--- config.mk ---
export PLATFORM = sky130hd
export DESIGN_NAME = mem_arbiter
export DESIGN_NICKNAME = d
export VERILOG_FILES = /design/src/rtl/mem_arbiter.sv
export SDC_FILE = /design/constraint.sdc
export NUM_CORES = 1
export LEC_CHECK = 0
export ABC_CLOCK_PERIOD_IN_PS = 4000
export BUFFER_PORTS_ARGS = -buffer_cell sky130_fd_sc_hd__clkbuf_2
export CORE_MARGIN = 8
export CORE_UTILIZATION = 46
export CTS_BUF_LIST = sky130_fd_sc_hd__clkbuf_4 sky130_fd_sc_hd__clkbuf_8
export CTS_CLUSTER_SIZE = 30
export DETAILED_ROUTE_END_ITERATION = 16
export PLACE_DENSITY = 0.83
export SETUP_SLACK_MARGIN = 0.1
export SYNTH_ARGS = -nofsm -noshare
export SYNTH_HDL_FRONTEND = slang
export SYNTH_SLANG_ARGS = --single-unit
--- constraint.sdc ---
create_clock -name clk -period 4 [get_ports clk]
set_input_delay 0.4 -clock clk [delete_from_list [all_inputs] [get_ports clk]]
set_output_delay 0.4 -clock clk [all_outputs]
set_load 0.01 [all_outputs]
--- src/rtl/mem_arbiter.sv ---
// Two-port (data / instruction) arbiter onto the single tagged memory interface.
// Build option: define MEM_ARB_RR_EN for round-robin; otherwise the data port has fixed priority.
module mem_arbiter #(
    parameter int NUM_TAGS        = 15,
    parameter int MAX_OUTSTANDING = 4
) (
    input  logic        clk,
    input  logic        rst_n,

    input  logic [3:0]  d_command,
    input  logic [31:0] d_addr,
    input  logic [31:0] d_wdata,
    output logic        d_accept,
    output logic [3:0]  d_accept_tag,
    output logic        d_rvalid,
    output logic [31:0] d_rdata,
    output logic [3:0]  d_rtag,

    input  logic [3:0]  i_command,
    input  logic [31:0] i_addr,
    input  logic [31:0] i_wdata,
    output logic        i_accept,
    output logic [3:0]  i_accept_tag,
    output logic        i_rvalid,
    output logic [31:0] i_rdata,
    output logic [3:0]  i_rtag,

    output logic [3:0]  proc2mem_command,
    output logic [31:0] proc2mem_addr,
    output logic [31:0] proc2mem_data,
    input  logic [3:0]  mem2proc_response,
    input  logic [31:0] mem2proc_data,
    input  logic [3:0]  mem2proc_tag,

    output logic        err_orphan
);

    localparam logic [3:0] MEM_NONE = 4'd0;
    localparam logic [3:0] MEM_LB   = 4'd1;
    localparam logic [3:0] MEM_LH   = 4'd2;
    localparam logic [3:0] MEM_LW   = 4'd3;
    localparam logic [3:0] MEM_LBU  = 4'd4;
    localparam logic [3:0] MEM_LHU  = 4'd5;
    localparam logic [3:0] MEM_SB   = 4'd6;
    localparam logic [3:0] MEM_SH   = 4'd7;
    localparam logic [3:0] MEM_SW   = 4'd8;

    localparam int                CNT_W     = $clog2(MAX_OUTSTANDING + 1);
    localparam logic [CNT_W-1:0]  CNT_MAX_C = CNT_W'(MAX_OUTSTANDING);

    // Bit t set when tag t is one memory may legally hand out (tag 0 means none).
    function automatic logic [15:0] legal_tag_mask(input int n);
        logic [15:0] m;
        m = 16'h0000;
        for (int t = 1; t < 16; t++) begin
            m[t] = (t <= n);
        end
        return m;
    endfunction

    localparam logic [15:0] TAG_LEGAL_C = legal_tag_mask(NUM_TAGS);

    function automatic logic is_load(input logic [3:0] cmd);
        case (cmd)
            MEM_LB, MEM_LH, MEM_LW, MEM_LBU, MEM_LHU: is_load = 1'b1;
            default:                                 is_load = 1'b0;
        endcase
    endfunction

    function automatic logic is_store(input logic [3:0] cmd);
        case (cmd)
            MEM_SB, MEM_SH, MEM_SW: is_store = 1'b1;
            default:                is_store = 1'b0;
        endcase
    endfunction

    // Per-tag owner table: owner 0 = data port, 1 = instruction port.
    logic [15:0]      tag_valid_r;
    logic [15:0]      tag_owner_r;
    logic [CNT_W-1:0] d_cnt_r;
    logic [CNT_W-1:0] i_cnt_r;
    logic [CNT_W-1:0] d_cnt_nxt_s;
    logic [CNT_W-1:0] i_cnt_nxt_s;

    logic d_load_s;
    logic i_load_s;
    logic d_elig_s;
    logic i_elig_s;
    logic win_d_s;
    logic win_i_s;
    logic resp_ok_s;

    logic ret_hit_s;
    logic ret_owner_s;
    logic ret_orphan_s;
    logic alloc_s;
    logic alloc_owner_s;
    logic realloc_s;
    logic drop_owner_s;

    assign d_load_s  = is_load(d_command);
    assign i_load_s  = is_load(i_command);
    assign d_elig_s  = is_store(d_command) || (d_load_s && (d_cnt_r != CNT_MAX_C));
    assign i_elig_s  = is_store(i_command) || (i_load_s && (i_cnt_r != CNT_MAX_C));
    assign resp_ok_s = (mem2proc_response != 4'd0);

`ifdef MEM_ARB_RR_EN
    logic rr_ptr_r;

    // Winner selection: pointer breaks ties between two eligible ports.
    always_comb begin
        win_d_s = 1'b0;
        win_i_s = 1'b0;
        if (d_elig_s && i_elig_s) begin
            if (rr_ptr_r == 1'b0) begin
                win_d_s = 1'b1;
            end else begin
                win_i_s = 1'b1;
            end
        end else if (d_elig_s) begin
            win_d_s = 1'b1;
        end else if (i_elig_s) begin
            win_i_s = 1'b1;
        end else begin
            win_d_s = 1'b0;
            win_i_s = 1'b0;
        end
    end

    // Pointer hands priority to the port that did not just win an accepted command.
    always_ff @(posedge clk) begin
        if (!rst_n) begin
            rr_ptr_r <= 1'b0;
        end else if (resp_ok_s && (win_d_s || win_i_s)) begin
            rr_ptr_r <= win_d_s;
        end else begin
            rr_ptr_r <= rr_ptr_r;
        end
    end
`else
    // Winner selection: data port always first when eligible.
    always_comb begin
        win_d_s = 1'b0;
        win_i_s = 1'b0;
        if (d_elig_s) begin
            win_d_s = 1'b1;
        end else if (i_elig_s) begin
            win_i_s = 1'b1;
        end else begin
            win_d_s = 1'b0;
            win_i_s = 1'b0;
        end
    end
`endif

    // Forward the winner's command to memory.
    always_comb begin
        proc2mem_command = MEM_NONE;
        proc2mem_addr    = 32'h0000_0000;
        proc2mem_data    = 32'h0000_0000;
        if (win_d_s) begin
            proc2mem_command = d_command;
            proc2mem_addr    = d_addr;
            proc2mem_data    = d_wdata;
        end else if (win_i_s) begin
            proc2mem_command = i_command;
            proc2mem_addr    = i_addr;
            proc2mem_data    = i_wdata;
        end else begin
            proc2mem_command = MEM_NONE;
            proc2mem_addr    = 32'h0000_0000;
            proc2mem_data    = 32'h0000_0000;
        end
    end

    assign d_accept     = win_d_s && resp_ok_s;
    assign i_accept     = win_i_s && resp_ok_s;
    assign d_accept_tag = d_accept ? mem2proc_response : 4'd0;
    assign i_accept_tag = i_accept ? mem2proc_response : 4'd0;

    assign ret_hit_s    = (mem2proc_tag != 4'd0) && TAG_LEGAL_C[mem2proc_tag] && tag_valid_r[mem2proc_tag];
    assign ret_owner_s  = tag_owner_r[mem2proc_tag];
    assign ret_orphan_s = (mem2proc_tag != 4'd0) && !ret_hit_s;

    assign alloc_s       = ((d_accept && d_load_s) || (i_accept && i_load_s)) && TAG_LEGAL_C[mem2proc_response];
    assign alloc_owner_s = win_i_s;
    // A still-owned entry being reused, unless this cycle's return frees it first.
    assign realloc_s     = alloc_s && tag_valid_r[mem2proc_response] &&
                           !(ret_hit_s && (mem2proc_tag == mem2proc_response));
    assign drop_owner_s  = tag_owner_r[mem2proc_response];

    // Outstanding counts; an overwritten entry is released from its previous owner.
    always_comb begin
        d_cnt_nxt_s = d_cnt_r
                    + CNT_W'(alloc_s && !alloc_owner_s)
                    - CNT_W'(ret_hit_s && !ret_owner_s)
                    - CNT_W'(realloc_s && !drop_owner_s);
        i_cnt_nxt_s = i_cnt_r
                    + CNT_W'(alloc_s && alloc_owner_s)
                    - CNT_W'(ret_hit_s && ret_owner_s)
                    - CNT_W'(realloc_s && drop_owner_s);
    end

    // Owner table, counters and sticky error; return clears before allocation sets.
    always_ff @(posedge clk) begin
        if (!rst_n) begin
            tag_valid_r <= 16'h0000;
            tag_owner_r <= 16'h0000;
            d_cnt_r     <= '0;
            i_cnt_r     <= '0;
            err_orphan  <= 1'b0;
        end else begin
            if (ret_hit_s) begin
                tag_valid_r[mem2proc_tag] <= 1'b0;
            end else begin
                tag_valid_r[mem2proc_tag] <= tag_valid_r[mem2proc_tag];
            end
            if (alloc_s) begin
                tag_valid_r[mem2proc_response] <= 1'b1;
                tag_owner_r[mem2proc_response] <= alloc_owner_s;
            end else begin
                tag_owner_r <= tag_owner_r;
            end
            d_cnt_r    <= d_cnt_nxt_s;
            i_cnt_r    <= i_cnt_nxt_s;
            err_orphan <= err_orphan || ret_orphan_s || realloc_s;
        end
    end

    // Steer returning load data to the owning port only; the other port holds.
    always_ff @(posedge clk) begin
        if (!rst_n) begin
            d_rvalid <= 1'b0;
            d_rdata  <= 32'h0000_0000;
            d_rtag   <= 4'd0;
            i_rvalid <= 1'b0;
            i_rdata  <= 32'h0000_0000;
            i_rtag   <= 4'd0;
        end else begin
            d_rvalid <= ret_hit_s && !ret_owner_s;
            i_rvalid <= ret_hit_s && ret_owner_s;
            if (ret_hit_s && !ret_owner_s) begin
                d_rdata <= mem2proc_data;
                d_rtag  <= mem2proc_tag;
            end else begin
                d_rdata <= d_rdata;
                d_rtag  <= d_rtag;
            end
            if (ret_hit_s && ret_owner_s) begin
                i_rdata <= mem2proc_data;
                i_rtag  <= mem2proc_tag;
            end else begin
                i_rdata <= i_rdata;
                i_rtag  <= i_rtag;
            end
        end
    end

endmodule

; ---- Word-level counts from Yosys, hierarchy flattened
; Memory sizes are Yosys's and may differ from the RTL's.
; Index checks and enable logic that the tools add are counted.
[totals]
mem_count = 2
reg_bits = 113
word_cells = 116
input_bits = 178
rom_bits = 32
out_inout_bits = 153
[memory_table]
columns = memory, words, word_bits, read_ports, rd_ports_with_merged_regs, write_ports, line
row1 = (name not given), 16, 1, 1, 0, 0, 185  ; assign alloc_s = ((d_accept && d_load_s) || (i_accept && i_load_s)) && TAG_LEGAL_C[mem2proc_response];
row2 = (name not given), 16, 1, 1, 0, 0, 181  ; assign ret_hit_s = (mem2proc_tag != 4'd0) && TAG_LEGAL_C[mem2proc_tag] && tag_valid_r[mem2proc_tag];
[classes]
n_reduce_logical = 37
bitwise_logic = 3
addsub = 6
n_lt_le_gt_ge = 4
eq_ne = 19
muxes = 34
[ops]
columns = cell, count
row1 = 32-bit 2-to-1 mux, 4
row2 = 16-bit 2-to-1 mux, 3
row3 = 16-bit bitwise mux, 2
row4 = 4-bit by 3-bit == test with 1-bit output (second input constant), 8
row5 = 1-bit logical AND, 21
row6 = 16-bit AND, 1
row7 = 1-bit binary-select mux with 4-bit select, 4
row8 = 4-bit by 2-bit == test with 1-bit output (second input constant), 4
row9 = 4-bit 2-to-1 mux, 4
row10 = 16-bit inverter, 1
row11 = 16-bit bitwise OR, 1
row12 = 1-bit 2-to-1 mux, 15
row13 = 3-bit by 1-bit subtractor with 3-bit output, 4
row14 = 4-bit by 5-bit less-than comparator with 1-bit output (second input constant), 2
row15 = 5-bit OR reduction, 2
row16 = 1-bit demux with 4-bit select, 2
row17 = 4-bit by 1-bit == test with 1-bit output (second input constant), 2
row18 = 4-bit == test (second input constant), 2
row19 = 4-bit by 1-bit >= comparator with 1-bit output (second input constant), 2
row20 = 4-bit nonzero test, 2
row21 = 3-bit by 1-bit adder with 3-bit output, 2
row22 = 3-bit inequality test (second input constant), 2
row23 = 3-bit OR reduction, 2
row24 = 1-bit zero test, 5
row25 = 2 further kinds, 6

; ---- Depth between registers and ports, before layout
[logic_depth]
depth_word = 15
mapped_depth = 18
mapped_depth_nobuf = 14

; ---- Least setup slack after synthesis
; Ideal clock, no wire load.
[synth_path]
path_type = input-to-reg
start = input port mem2proc_tag[1]
end = register d_cnt_r[2]
path_buffers = 4
arrival_time_ns = 3.294
t_required_ns = 3.885
setup_ns = 0.115
setup_slack_ns = 0.591
cell_stages = 14
path_cell_list = buf_2 buf_1 mux4_2 a221o_1 nor2b_4 buf_6 buf_12 inv_1 fa_1 ha_1 ha_1 xnor2_1 xnor2_1 and2_1
[synth_via]
elab_chain_cells = 9
word_cells_on_any_way = 18
classes_between = add/sub: 2 / eq/ne: 1 / mux: 5 / reduce/logical: 9 / memory: 1
[synth_rtl]
columns = item, line
row1 = start: declaration, 33  ; input logic [3:0] mem2proc_tag,
row2 = branches (longest 8 deep; another with 3-bit by 1-bit subtractor with 3-bit output), -
row3 = 3-bit by 1-bit subtractor with 3-bit output *, 197  ; - CNT_W'(realloc_s && !drop_owner_s);
row4 = end signal: assignment, 224  ; d_cnt_r <= d_cnt_nxt_s;
row5 = end: declaration, 80  ; logic [CNT_W-1:0] d_cnt_r;
; Mark *: on every way between the ends. The select of a mux whose other input is x is not followed.
; A chain may end at the register's enable or synchronous reset.

; ---- Worst setup path in the final report
[layout_path]
start = register d_cnt_r[2]
end = output port proc2mem_addr[8]
[layout_via]
elab_chain_cells = 6
word_cells_on_any_way = 7
classes_between = eq/ne: 1 / mux: 4 / reduce/logical: 2
[layout_rtl]
columns = item, line
row1 = 3-bit inequality test *, 103  ; assign d_elig_s = is_store(d_command) || (d_load_s && (d_cnt_r != CNT_MAX_C));
row2 = 1-bit logical AND *, 103
row3 = 1-bit logical OR *, 103
row4 = 1-bit 2-to-1 mux, 145  ; if (d_elig_s) begin
row5 = 32-bit 2-to-1 mux, 165  ; end else if (win_i_s) begin
row6 = 32-bit 2-to-1 mux *, 161  ; if (win_d_s) begin
row7 = end: declaration, 29  ; output logic [31:0] proc2mem_addr,
; Mark *: on every way between the ends. The rest lies on a longest branch, timed or not.

==> impl_metrics.env <==
export IMPL_status="finished clean"
export IMPL_yosysSeqAreaShare_pct=37.9
export IMPL_grtUsageMet2_pct=45.7
export IMPL_async_reset_ff_share_pct=0
export IMPL_p_sw_share_pct=34.5
export IMPL_io_pins=331
export IMPL_final_util_pct=63.3
export IMPL_drtIter0Drc=517
export IMPL_hold_depth=3
export IMPL_post_cts_resized=0
export IMPL_routedWlPerCell_um=21.7
export IMPL_groute_layer_met1_usage_pct=31.9
export IMPL_slowest_delay_ps=510
export IMPL_routed_wl_mm=24.5
export IMPL_drt_first_pass_iters=5
export IMPL_grt_overflow_total=0
export IMPL_htreeDepth=4
export IMPL_grt_pass1_vias=5939
export IMPL_place_hpwl_mm=19.5
export IMPL_initial_core_util_pct=47.3
export IMPL_worstPathRequired_ps=3600
export IMPL_gr_max_usage_layer="met2"
export IMPL_tightestPinTransition_ps=1100
export IMPL_path_clk_slew_ps=80
export IMPL_leakagePower_uw=0.00405
export IMPL_p_comb_share_pct=26.3
export IMPL_synth_seq_cells=113
export IMPL_core_sq_mm=0.0126
export IMPL_ys_types=49
export IMPL_start_kind="register"
export IMPL_seqPwrFrac_pct=40.4
export IMPL_drive_gt1_share_pct=42.2
export IMPL_setup_viol=0
export IMPL_holdBufCountCts=0
export IMPL_worstPathArrival_ps=2870
export IMPL_max_slew_margin_pct=26.9
export IMPL_post_route_period_util_pct=81.6
export IMPL_die_w_um=130
export IMPL_track_usage_pct=27.4
export IMPL_crit_family="simple AND/OR/NAND/NOR gates"
export IMPL_clock_sinks=113
export IMPL_grt_max_degree=123
export IMPL_min_to="i_rdata[9]"
export IMPL_maxCapViolCount=0
export IMPL_cellPowerDensity_mw_per_mm2=366
export IMPL_r2r_start="tag_valid_r[15]"
export IMPL_rsz0062_at_grt="false"
export IMPL_clockBufferDepth=2
export IMPL_min_delay_path_class="input pin to register"
export IMPL_numCtsBuffers=17
export IMPL_viasPerCell=5.42
export IMPL_portBuffers=330
export IMPL_drc=0
export IMPL_synth_nets=823
export IMPL_cp_end_kind="output pin"
export IMPL_num_vias=6099
export IMPL_crit_type="register to output pin"
export IMPL_fin_nets=1126
export IMPL_clock_latency_ps=410
export IMPL_cts_tree="done"
export IMPL_rrSetupSlack_ps=960
export IMPL_period_minus_slack_ps=3270
export IMPL_p_sw_uw=1010
export IMPL_netlist_area_sq_mm=0.00597
export IMPL_yosys_warnings=0
export IMPL_syn_area_per_cell_sq_um=9.37
export IMPL_reg2reg_to="i_cnt_r[2]"
export IMPL_met3_usage_pct=8.24
export IMPL_dieArea_sq_mm=0.0169
export IMPL_ff2ff_path_depth=11
export IMPL_cts_root_buf="clkbuf_8"
export IMPL_area_growth_pct=34.0
export IMPL_finalMaxSlewViolations=0
export IMPL_synth_enable_flop_cells=0
export IMPL_critPathMaxFanout=42
export IMPL_hold_viol_final=0
export IMPL_post_cts_buffers=0
export IMPL_rows=41
export IMPL_gp_congestion=0.944
export IMPL_vdd_ir_drop_worst_v=0.000257
export IMPL_internal_power_uw=1920
export IMPL_synth_flop_cell="dfxtp_1"
export IMPL_antenna_left=0
export IMPL_antenna_found_initial=0
export IMPL_critical_path_buf_inv_count=2
export IMPL_synth_cells=637
export IMPL_worstHoldStart="mem2proc_data[9]"
export IMPL_fin_tns_setup_ps=0
export IMPL_finClkSkew_ps=15.0
export IMPL_timing_fmax_mhz=306
export IMPL_grt_pass1_wl_mm=34.8
export IMPL_worstPathCellList="nor3b_1 > or3b_2 > nand2_2 > buf_4 > a22o_1 > clkbuf_2"
export IMPL_slowest_stage="or3b_2"
export IMPL_clkPwrFrac_pct=33.3
export IMPL_fp_dieH_um=130
export IMPL_diodes=0
## through the flow
stage | total power, uW | cell area [sq um] | cells | hold slack, ps | worst slack [ps]
after floorplan | 1620 | 5970 | 637 | 425 | 591
after global placement | 1960 | 7630 | 1093 | 441 | 557
after detailed placement | 1970 | 7630 | 1093 | 446 | 369
after CTS | 2940 | 7990 | 1125 | 218 | 774
after global routing | 3050 | 7990 | 1125 | 225 | 577
final | 2930 | 7990 | 1125 | 238 | 735
## worst register-to-register path, stage by stage, from the launching register on
cell,delay [ps]
dfxtp_1,340
mux4_2,480
o2111ai_2,250
a31oi_1,110
nor3b_1,370
nand2_1,150
fa_1,460
ha_1,190
ha_1,180
xnor2_1,140
xnor2_1,130
and2_1,150
## final cells by class
class | count | area (sq um)
tap | 172 | 215
clock inverter | 15 | 125
timing repair buffer | 338 | 1710
inverter | 15 | 56.3
fill | 1140 | 4630
clock buffer | 17 | 234
sequential | 113 | 2260
multi-input combinational | 455 | 3390
## power by group through the flow
stage                     sequential, uW  combinational [uW]  clock (uW)
after CTS                           1180                 764         992
after floorplan                     1210                 403           0
after detailed placement            1210                 759           0
after global placement              1210                 754           0
final                               1180                 769         975
after global routing                1190                 812        1050
## cells in the final DEF, fill, tap and decap left out, types with 4 or more instances in the layout
| cell | n |
|---|---|
| o21a_1 | 6 |
| ha_1 | 6 |
| clkbuf_2 | 329 |
| inv_6 | 5 |
| clkinvlp_4 | 6 |
| a31o_2 | 4 |
| mux4_2 | 15 |
| nor2b_1 | 11 |
| a21oi_1 | 6 |
| dfxtp_1 | 113 |
| nor3_1 | 5 |
| nand4_1 | 5 |
| nand3_1 | 15 |
| buf_4 | 9 |
| and2_1 | 19 |
| nand2b_1 | 6 |
| clkbuf_8 | 17 |
| inv_1 | 15 |
| a22o_1 | 67 |
| a21boi_0 | 17 |
| xnor2_1 | 6 |
| mux2i_1 | 84 |
| o21ai_0 | 15 |
| nand2_1 | 129 |
| nor2_1 | 5 |
## sequential cells by signal, summed over array words and instances (netlist names)
name and cells:
d_cnt_r 3, d_rdata 32, d_rtag 4, d_rvalid 1, err_orphan 1, i_cnt_r 3
i_rdata 32, i_rtag 4, i_rvalid 1, tag_owner_r 16, tag_valid_r 16
## routing by layer
| metal | part of all wire [%] | routed length, um | vias to the layer above |
|---|---|---|---|
| met5 | 0 | 0 | - |
| met4 | 3.6 | 873 | 0 |
| met2 | 48 | 11700 | 293 |
| met1 | 38 | 9400 | 2897 |
| met3 | 10 | 2470 | 32 |
| li1 | - | - | 2877 |
## kinds of logic (layout without fill, tap and decap cells)
logic type / count (synthesis) / count (layout) / share of synthesized area [%]
flops: 113 / 113 / 37.9
fa+ha+maj: 8 / 8 / 1.93
simple gates: 209 / 209 / 16.2
xor+xnor: 8 / 8 / 1.17
compound gates: 129 / 129 / 17.1
mux: 101 / 101 / 20.1
buf+inv: 69 / 385 / 5.49
## cells in the mapped netlist, types with 2 or more instances
library cell	number	area share (%)
a21boi_0	17	2.1
fa_1	2	0.67
or2_2	2	0.21
mux2i_1	84	14
nor2_1	5	0.31
mux2_2	2	0.38
nor3_1	5	0.42
a31o_2	4	0.59
nand3_1	15	1.3
mux4_2	15	5.7
and2_1	19	2.0
ha_1	6	1.3
clkbuf_1	40	2.5
and3_1	2	0.21
a31oi_1	2	0.21
buf_12	2	0.67
xor2_1	2	0.29
a22o_1	67	9.8
nand2_1	130	8.2
nor4_1	2	0.21
buf_4	4	0.50
o21ai_0	15	1.3
nand2b_1	6	0.63
buf_6	2	0.38
nand4_1	5	0.52
dfxtp_1	113	38
a21oi_1	6	0.50
buf_2	5	0.42
a21o_1	2	0.25
nor3b_1	2	0.25
xnor2_1	6	0.88
or3b_2	2	0.29
o21a_1	6	0.75
nor2b_1	11	1.2
inv_1	15	0.94
## worst max-delay path by stage
stage                     depth (start not counted)             from                 to
after floorplan                                  14  mem2proc_tag[1]         d_cnt_r[2]
after global placement                           12  mem2proc_tag[0]         i_cnt_r[2]
after detailed placement                         14  mem2proc_tag[0]         i_cnt_r[2]
after CTS                                         6       d_cnt_r[2]  proc2mem_addr[11]
after global routing                             14  mem2proc_tag[0]         i_cnt_r[2]
final                                             6       d_cnt_r[2]   proc2mem_addr[8]
Power figures use the tool's default switching activity.
